**src/rtl/dsp_mac_pkg.sv**
```systemverilog
// Shared types and the round/saturate helper used by the MAC slice variants.
package dsp_mac_pkg;

  typedef enum logic [1:0] {
    PA_A    = 2'b00,
    PA_DPA  = 2'b01,
    PA_DMA  = 2'b10,
    PA_NEGA = 2'b11
  } preadd_mode_e;

  // Wide enough for any accumulator this family instantiates, plus the rounding carry.
  localparam int SAT_WMAX = 128;

  typedef struct packed {
    logic                       sat;
    logic signed [SAT_WMAX-1:0] value;
  } sat_res_t;

  // Round-half-up arithmetic shift followed by clamp to a signed ow-bit range.
  function automatic sat_res_t sat_round(input logic signed [SAT_WMAX-1:0] acc,
                                         input int shift,
                                         input int ow);
    logic signed [SAT_WMAX-1:0] one;
    logic signed [SAT_WMAX-1:0] r;
    logic signed [SAT_WMAX-1:0] max_v;
    logic signed [SAT_WMAX-1:0] min_v;
    sat_res_t                   res;
    one = SAT_WMAX'(1);
    r   = acc;
    if (shift > 0) begin
      r = r + (one <<< (shift - 1));
    end
    r     = r >>> shift;
    max_v = (one <<< (ow - 1)) - one;
    min_v = -(one <<< (ow - 1));
    res.sat   = 1'b0;
    res.value = r;
    if (r > max_v) begin
      res.sat   = 1'b1;
      res.value = max_v;
    end else if (r < min_v) begin
      res.sat   = 1'b1;
      res.value = min_v;
    end
    return res;
  endfunction

endpackage

```
**src/rtl/dsp_preadd.sv**
```systemverilog
// Input register stage plus mode-selected exact pre-adder (D +/- A, A, -A),
// two clock-enabled stages; reused by the complex-multiplier block.
module dsp_preadd
  import dsp_mac_pkg::*;
#(
  parameter int AW = 27,
  parameter int BW = 18
) (
  input  logic                 clk,
  input  logic                 rst_n,
  input  logic                 ce,
  input  logic                 in_valid,
  input  preadd_mode_e         mode,
  input  logic                 acc_en,
  input  logic signed [AW-1:0] ain,
  input  logic signed [AW-1:0] din,
  input  logic signed [BW-1:0] bin,
  output logic                 s2_valid,
  output logic                 s2_acc_en,
  output logic signed [AW:0]   s2_pre,
  output logic signed [BW-1:0] s2_b
);

  localparam int PW = AW + 1;

  logic                 s1_valid_q,  s1_valid_d;
  logic                 s1_acc_en_q, s1_acc_en_d;
  preadd_mode_e         s1_mode_q,   s1_mode_d;
  logic signed [AW-1:0] s1_a_q,      s1_a_d;
  logic signed [AW-1:0] s1_d_q,      s1_d_d;
  logic signed [BW-1:0] s1_b_q,      s1_b_d;
  logic                 s2_valid_q,  s2_valid_d;
  logic                 s2_acc_en_q, s2_acc_en_d;
  logic signed [PW-1:0] s2_pre_q,    s2_pre_d;
  logic signed [BW-1:0] s2_b_q,      s2_b_d;

  logic signed [PW-1:0] a_ext;
  logic signed [PW-1:0] d_ext;
  logic signed [PW-1:0] pre_sum;

  // NOTE: every always_comb output gets a default first, so no path can infer a latch.
  always_comb begin
    a_ext   = {s1_a_q[AW-1], s1_a_q};
    d_ext   = {s1_d_q[AW-1], s1_d_q};
    pre_sum = a_ext;
    case (s1_mode_q)
      PA_A:    pre_sum = a_ext;
      PA_DPA:  pre_sum = d_ext + a_ext;
      PA_DMA:  pre_sum = d_ext - a_ext;
      PA_NEGA: pre_sum = -a_ext;
    endcase

    s1_valid_d  = s1_valid_q;
    s1_acc_en_d = s1_acc_en_q;
    s1_mode_d   = s1_mode_q;
    s1_a_d      = s1_a_q;
    s1_d_d      = s1_d_q;
    s1_b_d      = s1_b_q;
    s2_valid_d  = s2_valid_q;
    s2_acc_en_d = s2_acc_en_q;
    s2_pre_d    = s2_pre_q;
    s2_b_d      = s2_b_q;
    if (ce) begin
      s1_valid_d  = in_valid;
      s1_acc_en_d = acc_en;
      s1_mode_d   = mode;
      s1_a_d      = ain;
      s1_d_d      = din;
      s1_b_d      = bin;
      s2_valid_d  = s1_valid_q;
      s2_acc_en_d = s1_acc_en_q;
      s2_pre_d    = pre_sum;
      s2_b_d      = s1_b_q;
    end
  end

  // NOTE: sequential state uses non-blocking assignments so all flops update together.
  always_ff @(posedge clk or negedge rst_n) begin
    if (!rst_n) begin
      s1_valid_q  <= 1'b0;
      s1_acc_en_q <= 1'b0;
      s1_mode_q   <= PA_A;
      s1_a_q      <= '0;
      s1_d_q      <= '0;
      s1_b_q      <= '0;
      s2_valid_q  <= 1'b0;
      s2_acc_en_q <= 1'b0;
      s2_pre_q    <= '0;
      s2_b_q      <= '0;
    end else begin
      s1_valid_q  <= s1_valid_d;
      s1_acc_en_q <= s1_acc_en_d;
      s1_mode_q   <= s1_mode_d;
      s1_a_q      <= s1_a_d;
      s1_d_q      <= s1_d_d;
      s1_b_q      <= s1_b_d;
      s2_valid_q  <= s2_valid_d;
      s2_acc_en_q <= s2_acc_en_d;
      s2_pre_q    <= s2_pre_d;
      s2_b_q      <= s2_b_d;
    end
  end

  assign s2_valid  = s2_valid_q;
  assign s2_acc_en = s2_acc_en_q;
  assign s2_pre    = s2_pre_q;
  assign s2_b      = s2_b_q;

endmodule

```
**src/rtl/dsp_preadd_mac.sv**
```systemverilog
// Pre-adder MAC slice: P = ACC +/- ((D +/- A) * B), then round-half-up shift
// and saturation; five clock-enabled stages sized for one DSP primitive.
module dsp_preadd_mac
  import dsp_mac_pkg::*;
#(
  parameter int AW    = 27,
  parameter int BW    = 18,
  parameter int GW    = 8,
  parameter int SHIFT = 0,
  parameter int OW    = 48
) (
  input  logic                 clk,
  input  logic                 rst_n,
  input  logic                 ce,
  input  logic                 in_valid,
  input  logic [1:0]           mode,
  input  logic                 acc_en,
  input  logic signed [AW-1:0] ain,
  input  logic signed [AW-1:0] din,
  input  logic signed [BW-1:0] bin,
  output logic                 out_valid,
  output logic signed [OW-1:0] pout,
  output logic                 sat
);

  localparam int PW  = AW + 1;
  localparam int MW  = PW + BW;
  localparam int ACW = MW + GW;

  logic                 s2_valid;
  logic                 s2_acc_en;
  logic signed [PW-1:0] s2_pre;
  logic signed [BW-1:0] s2_b;

  dsp_preadd #(
    .AW(AW),
    .BW(BW)
  ) u_preadd (
    .clk      (clk),
    .rst_n    (rst_n),
    .ce       (ce),
    .in_valid (in_valid),
    .mode     (preadd_mode_e'(mode)),
    .acc_en   (acc_en),
    .ain      (ain),
    .din      (din),
    .bin      (bin),
    .s2_valid (s2_valid),
    .s2_acc_en(s2_acc_en),
    .s2_pre   (s2_pre),
    .s2_b     (s2_b)
  );

  logic                  s3_valid_q,  s3_valid_d;
  logic                  s3_acc_en_q, s3_acc_en_d;
  logic signed [MW-1:0]  prod_q,      prod_d;
  logic                  s4_valid_q,  s4_valid_d;
  logic signed [ACW-1:0] acc_q,       acc_d;
  logic                  out_valid_q, out_valid_d;
  logic signed [OW-1:0]  pout_q,      pout_d;
  logic                  sat_q,       sat_d;

  logic signed [SAT_WMAX-1:0] acc_ext;
  sat_res_t                   rnd;

  always_comb begin
    acc_ext = SAT_WMAX'(acc_q);
    rnd     = sat_round(acc_ext, SHIFT, OW);

    s3_valid_d  = s3_valid_q;
    s3_acc_en_d = s3_acc_en_q;
    prod_d      = prod_q;
    s4_valid_d  = s4_valid_q;
    acc_d       = acc_q;
    out_valid_d = out_valid_q;
    pout_d      = pout_q;
    sat_d       = sat_q;
    if (ce) begin
      s3_valid_d  = s2_valid;
      s3_acc_en_d = s2_acc_en;
      prod_d      = MW'(s2_pre) * MW'(s2_b);
      s4_valid_d  = s3_valid_q;
      // Bubbles leave the running sum alone so accumulation chains survive gaps.
      if (s3_valid_q) begin
        acc_d = s3_acc_en_q ? acc_q + ACW'(prod_q) : ACW'(prod_q);
      end
      out_valid_d = s4_valid_q;
      if (s4_valid_q) begin
        pout_d = OW'(rnd.value);
        sat_d  = rnd.sat;
      end
    end
  end

  always_ff @(posedge clk or negedge rst_n) begin
    if (!rst_n) begin
      s3_valid_q  <= 1'b0;
      s3_acc_en_q <= 1'b0;
      prod_q      <= '0;
      s4_valid_q  <= 1'b0;
      acc_q       <= '0;
      out_valid_q <= 1'b0;
      pout_q      <= '0;
      sat_q       <= 1'b0;
    end else begin
      s3_valid_q  <= s3_valid_d;
      s3_acc_en_q <= s3_acc_en_d;
      prod_q      <= prod_d;
      s4_valid_q  <= s4_valid_d;
      acc_q       <= acc_d;
      out_valid_q <= out_valid_d;
      pout_q      <= pout_d;
      sat_q       <= sat_d;
    end
  end

  assign out_valid = out_valid_q;
  assign pout      = pout_q;
  assign sat       = sat_q;

endmodule

```
**config.mk**
```make
export PLATFORM = sky130hd
export DESIGN_NAME = dsp_preadd_mac
export DESIGN_NICKNAME = d
export VERILOG_FILES = /design/src/rtl/dsp_mac_pkg.sv /design/src/rtl/dsp_preadd.sv /design/src/rtl/dsp_preadd_mac.sv
export SDC_FILE = /design/constraint.sdc
export NUM_CORES = 2
export LEC_CHECK = 0
export CAP_MARGIN = 20
export CORE_AREA = 3 3 254 206
export CTS_CLUSTER_SIZE = 25
export DETAILED_ROUTE_END_ITERATION = 16
export DIE_AREA = 0 0 257 209
export GPL_TIMING_DRIVEN = 0
export PLACE_DENSITY = 0.95
export SKIP_CTS_REPAIR_TIMING = 1
export SLEW_MARGIN = 5
export SYNTH_ARGS = -nofsm -noshare
export SYNTH_HDL_FRONTEND = slang
export SYNTH_SLANG_ARGS = --single-unit
```
**constraint.sdc**
```tcl
create_clock -name clk -period 21.6 [get_ports clk]
set_clock_uncertainty 0.15 [all_clocks]
set_input_delay 4.32 -clock clk [delete_from_list [all_inputs] [get_ports clk]]
set_output_delay 4.32 -clock clk [all_outputs]
set_load 0.03 [all_outputs]
```
==> run summary <==
Avg Cell Area, Syn: 9.07 um^2
vias in the first global route: 29489
Cells after DPL: 4528
first-pass GRT wire length: 163000 um
Initial Utilization: 67.8%
TritonCTS Buffers: 29
Mapped Cells: 3724
largest net degree at the start of global routing: 110
Hold Slack: 0.332 ns
Synth cell types: 83
routed vias: 28279
port buffer count: 127
Crit Path Class: reg -> reg
Highest Clock Rate: 0.114 GHz
hold crit path type: reg -> reg
Synth area leader: fa_1
Setup crit end kind: flop
Worst EP arrival: 9.13 ns
Iteration-0 DRC Markers: 3113
Final Cycle Share: 40.7%
Post-synth top flop: dfrtp_1
Vias/cell: 6.17
Worst-Skew Late Latency: 0.59 ns
Max clock buf depth: 3
Clock Pin Slew Worst Setup and Hold Paths: 0.07 ns
Layout Nets: 4651
sequential area share after synthesis: 20.5%
min Tclk post-route: 8.80 ns
die width: 257 um
setup TNS: 0 ns
Placed Area: 0.0359 mm^2
clk sinks: 277
FF+latch count, synth: 277
die area: 0.0537 mm^2
status: complete, no violations
residual DRC count: 0
Routed WL: 103000 um
Async SR Flop Fraction: 100%
DRT Pass-1 Iters: 6
share of the synthesized area in the top cell type: 29.1%
# rows: 73
dominant cells by area after synthesis: fa_1 (29%), dfrtp_1 (21%), ha_1 (7.3%), inv_1 (6.6%), nand2_1 (5.5%)
RSZ-0062 raised after global routing: no
total grt overflow: 0
initial antenna violation count: 1
root buf cell: clkbuf_16
Core ar.: 0.0498 mm^2
Final ANT Viol Nets: 0
Max-Cap Viols: 0
fin cells: 4581
startpoint types: flop
die height: 209 um
final setup fails: 0
Post-Syn Area: 0.0338 mm^2
worst slew pin tran: 1.17 ns
Wirelength per Cell: 22.5 um
HPWL after detailed placement: 82700 um
Slew Limit Fails: 0
fin area: 0.0369 mm^2
H-tree lvl count: 1
Area Overhead vs Synth: 9.26%
Slew headroom: 21.7%
GRT Overall Usage: 39.1%
largest driver fanout on the critical path: 10
CP Data Required Time: 21.93 ns
top-level I/O count: 129
Final Hold Violating Endpoints: 0
Synth Warn #: 0
TritonCTS clock tree: built
layout cells sized above 1: 5.13%
RD Place Congestion: 1.02
Post-synth EDFFs: 0
syn nets: 4491
[critical path: stages (launching register included)]
cell and delay [ns]:
dfrtp_1 0.35, clkbuf_1 0.75, clkbuf_1 0.78, nand2_1 0.17
fa_1 0.56, inv_1 0.05, fa_1 0.48, fa_1 0.53
fa_1 0.53, fa_1 0.55, inv_1 0.05, fa_1 0.54
inv_1 0.05, ha_1 0.36, o21ai_0 0.16, a21oi_1 0.12
a21oi_1 0.16, o31ai_1 0.23, a31o_2 0.34, a311o_1 0.40
a31oi_1 0.53, o21ai_0 0.23, a21oi_1 0.21, xnor2_1 0.12
mux2_2 0.27
[through the flow]
stage,setup slack [ns],utilization [%]
6_report,12.80,74.1
5_1_grt,12.45,74.1
3_5_place_dp,13.19,72.2
2_1_floorplan,14.83,-
3_3_place_gp,4.21,72.1
4_1_cts,13.03,74.1
[area by class of cell]
type	count	area [um^2]
fill	3577	12900
sequential	277	6930
timing repair buffer	129	1330
buffer	200	763
inverter	598	2240
antenna	5	12.5
clock inverter	11	153
clock buffer	37	786
tap	675	845
multi-input combinational	2649	23800
[final timing paths]
kind / from / endpoint / slack, ns / depth (start not counted)
worst max-delay path: u_preadd.s2_b[13] / prod_q[44] / 12.80 / 24
worst min-delay path: pout[39] / pout[39] / 0.33 / 2
worst max register to register: u_preadd.s2_b[13] / prod_q[44] / 12.80 / 24
worst min register to register: pout[39] / pout[39] / 0.33 / 2
max in group asynchronous: rst_n / prod_q[18] / 16.34 / 3
min in group asynchronous: rst_n / u_preadd.s1_d_q[6] / 3.55 / 1
[synthesized netlist by cell type (all sizes together) (35+ instances only)]
| library cell | instances |
|---|---|
| ha | 197 |
| xnor2 | 108 |
| a21oi | 175 |
| xor2 | 38 |
| o21ai | 195 |
| nand2 | 494 |
| mux2 | 128 |
| inv | 596 |
| nor2 | 198 |
| dfrtp | 277 |
| nand3 | 35 |
| and2 | 198 |
| fa | 491 |
| clkbuf | 184 |
| a21o | 63 |
[per-layer routing]
metal / track usage (%) / up-vias / wire [um]
met3: 10.7 / 392 / 12600
met5: 0 / - / 0
met4: 18.5 / 0 / 5810
met1: 52.1 / 13942 / 39300
li1: - / 12107 / -
met2: 59.8 / 1838 / 45500
[placed cells by master (no fill, tap or decap), types with 11 or more instances in the layout]
master	synthesis	routed
nand2b_1	16	16
a211oi_1	14	14
buf_1	12	12
nor2b_1	16	16
dfrtp_1	277	277
clkdlybuf4s50_1	0	126
nor3_1	27	27
mux2_2	128	128
ha_1	197	197
o21a_1	19	19
a21o_1	63	63
fa_1	491	491
xnor2_1	108	108
clkbuf_1	183	188
a221oi_1	11	11
a31oi_1	22	22
xor2_1	38	38
o21ai_0	192	192
clkbuf_16	0	29
inv_1	596	596
nand3_1	35	35
a21oi_1	175	175
and3_1	19	19
nor2_1	198	198
o21bai_1	19	19
nand4_1	14	14
or3_1	15	15
and2_1	198	198
mux2i_1	20	20
nand2_1	493	493
[cell families after synthesis]
family          after synthesis  synth area share (%)
fa+ha+maj                   688                  36.4
compound gates              597                  10.8
buf+inv                     798                  8.91
flops                       277                  20.5
xor+xnor                    146                  3.79
simple gates               1070                  14.7
mux                         148                  4.86
[sequential cells by signal, summed over array words and instances, names as in the netlist, 2 cells and up]
name and cells:
u_preadd.s2_pre 28, u_preadd.s2_b 18, u_preadd.s1_mode_q 2, u_preadd.s1_b_q 18, u_preadd.s1_a_q 27, u_preadd.s1_d_q 27, acc_q 54, prod_q 46
pout 48
Power is left out: the tool's default activity adds up to more than one toggle a clock period on the data nets, which glitch-free logic cannot reach.
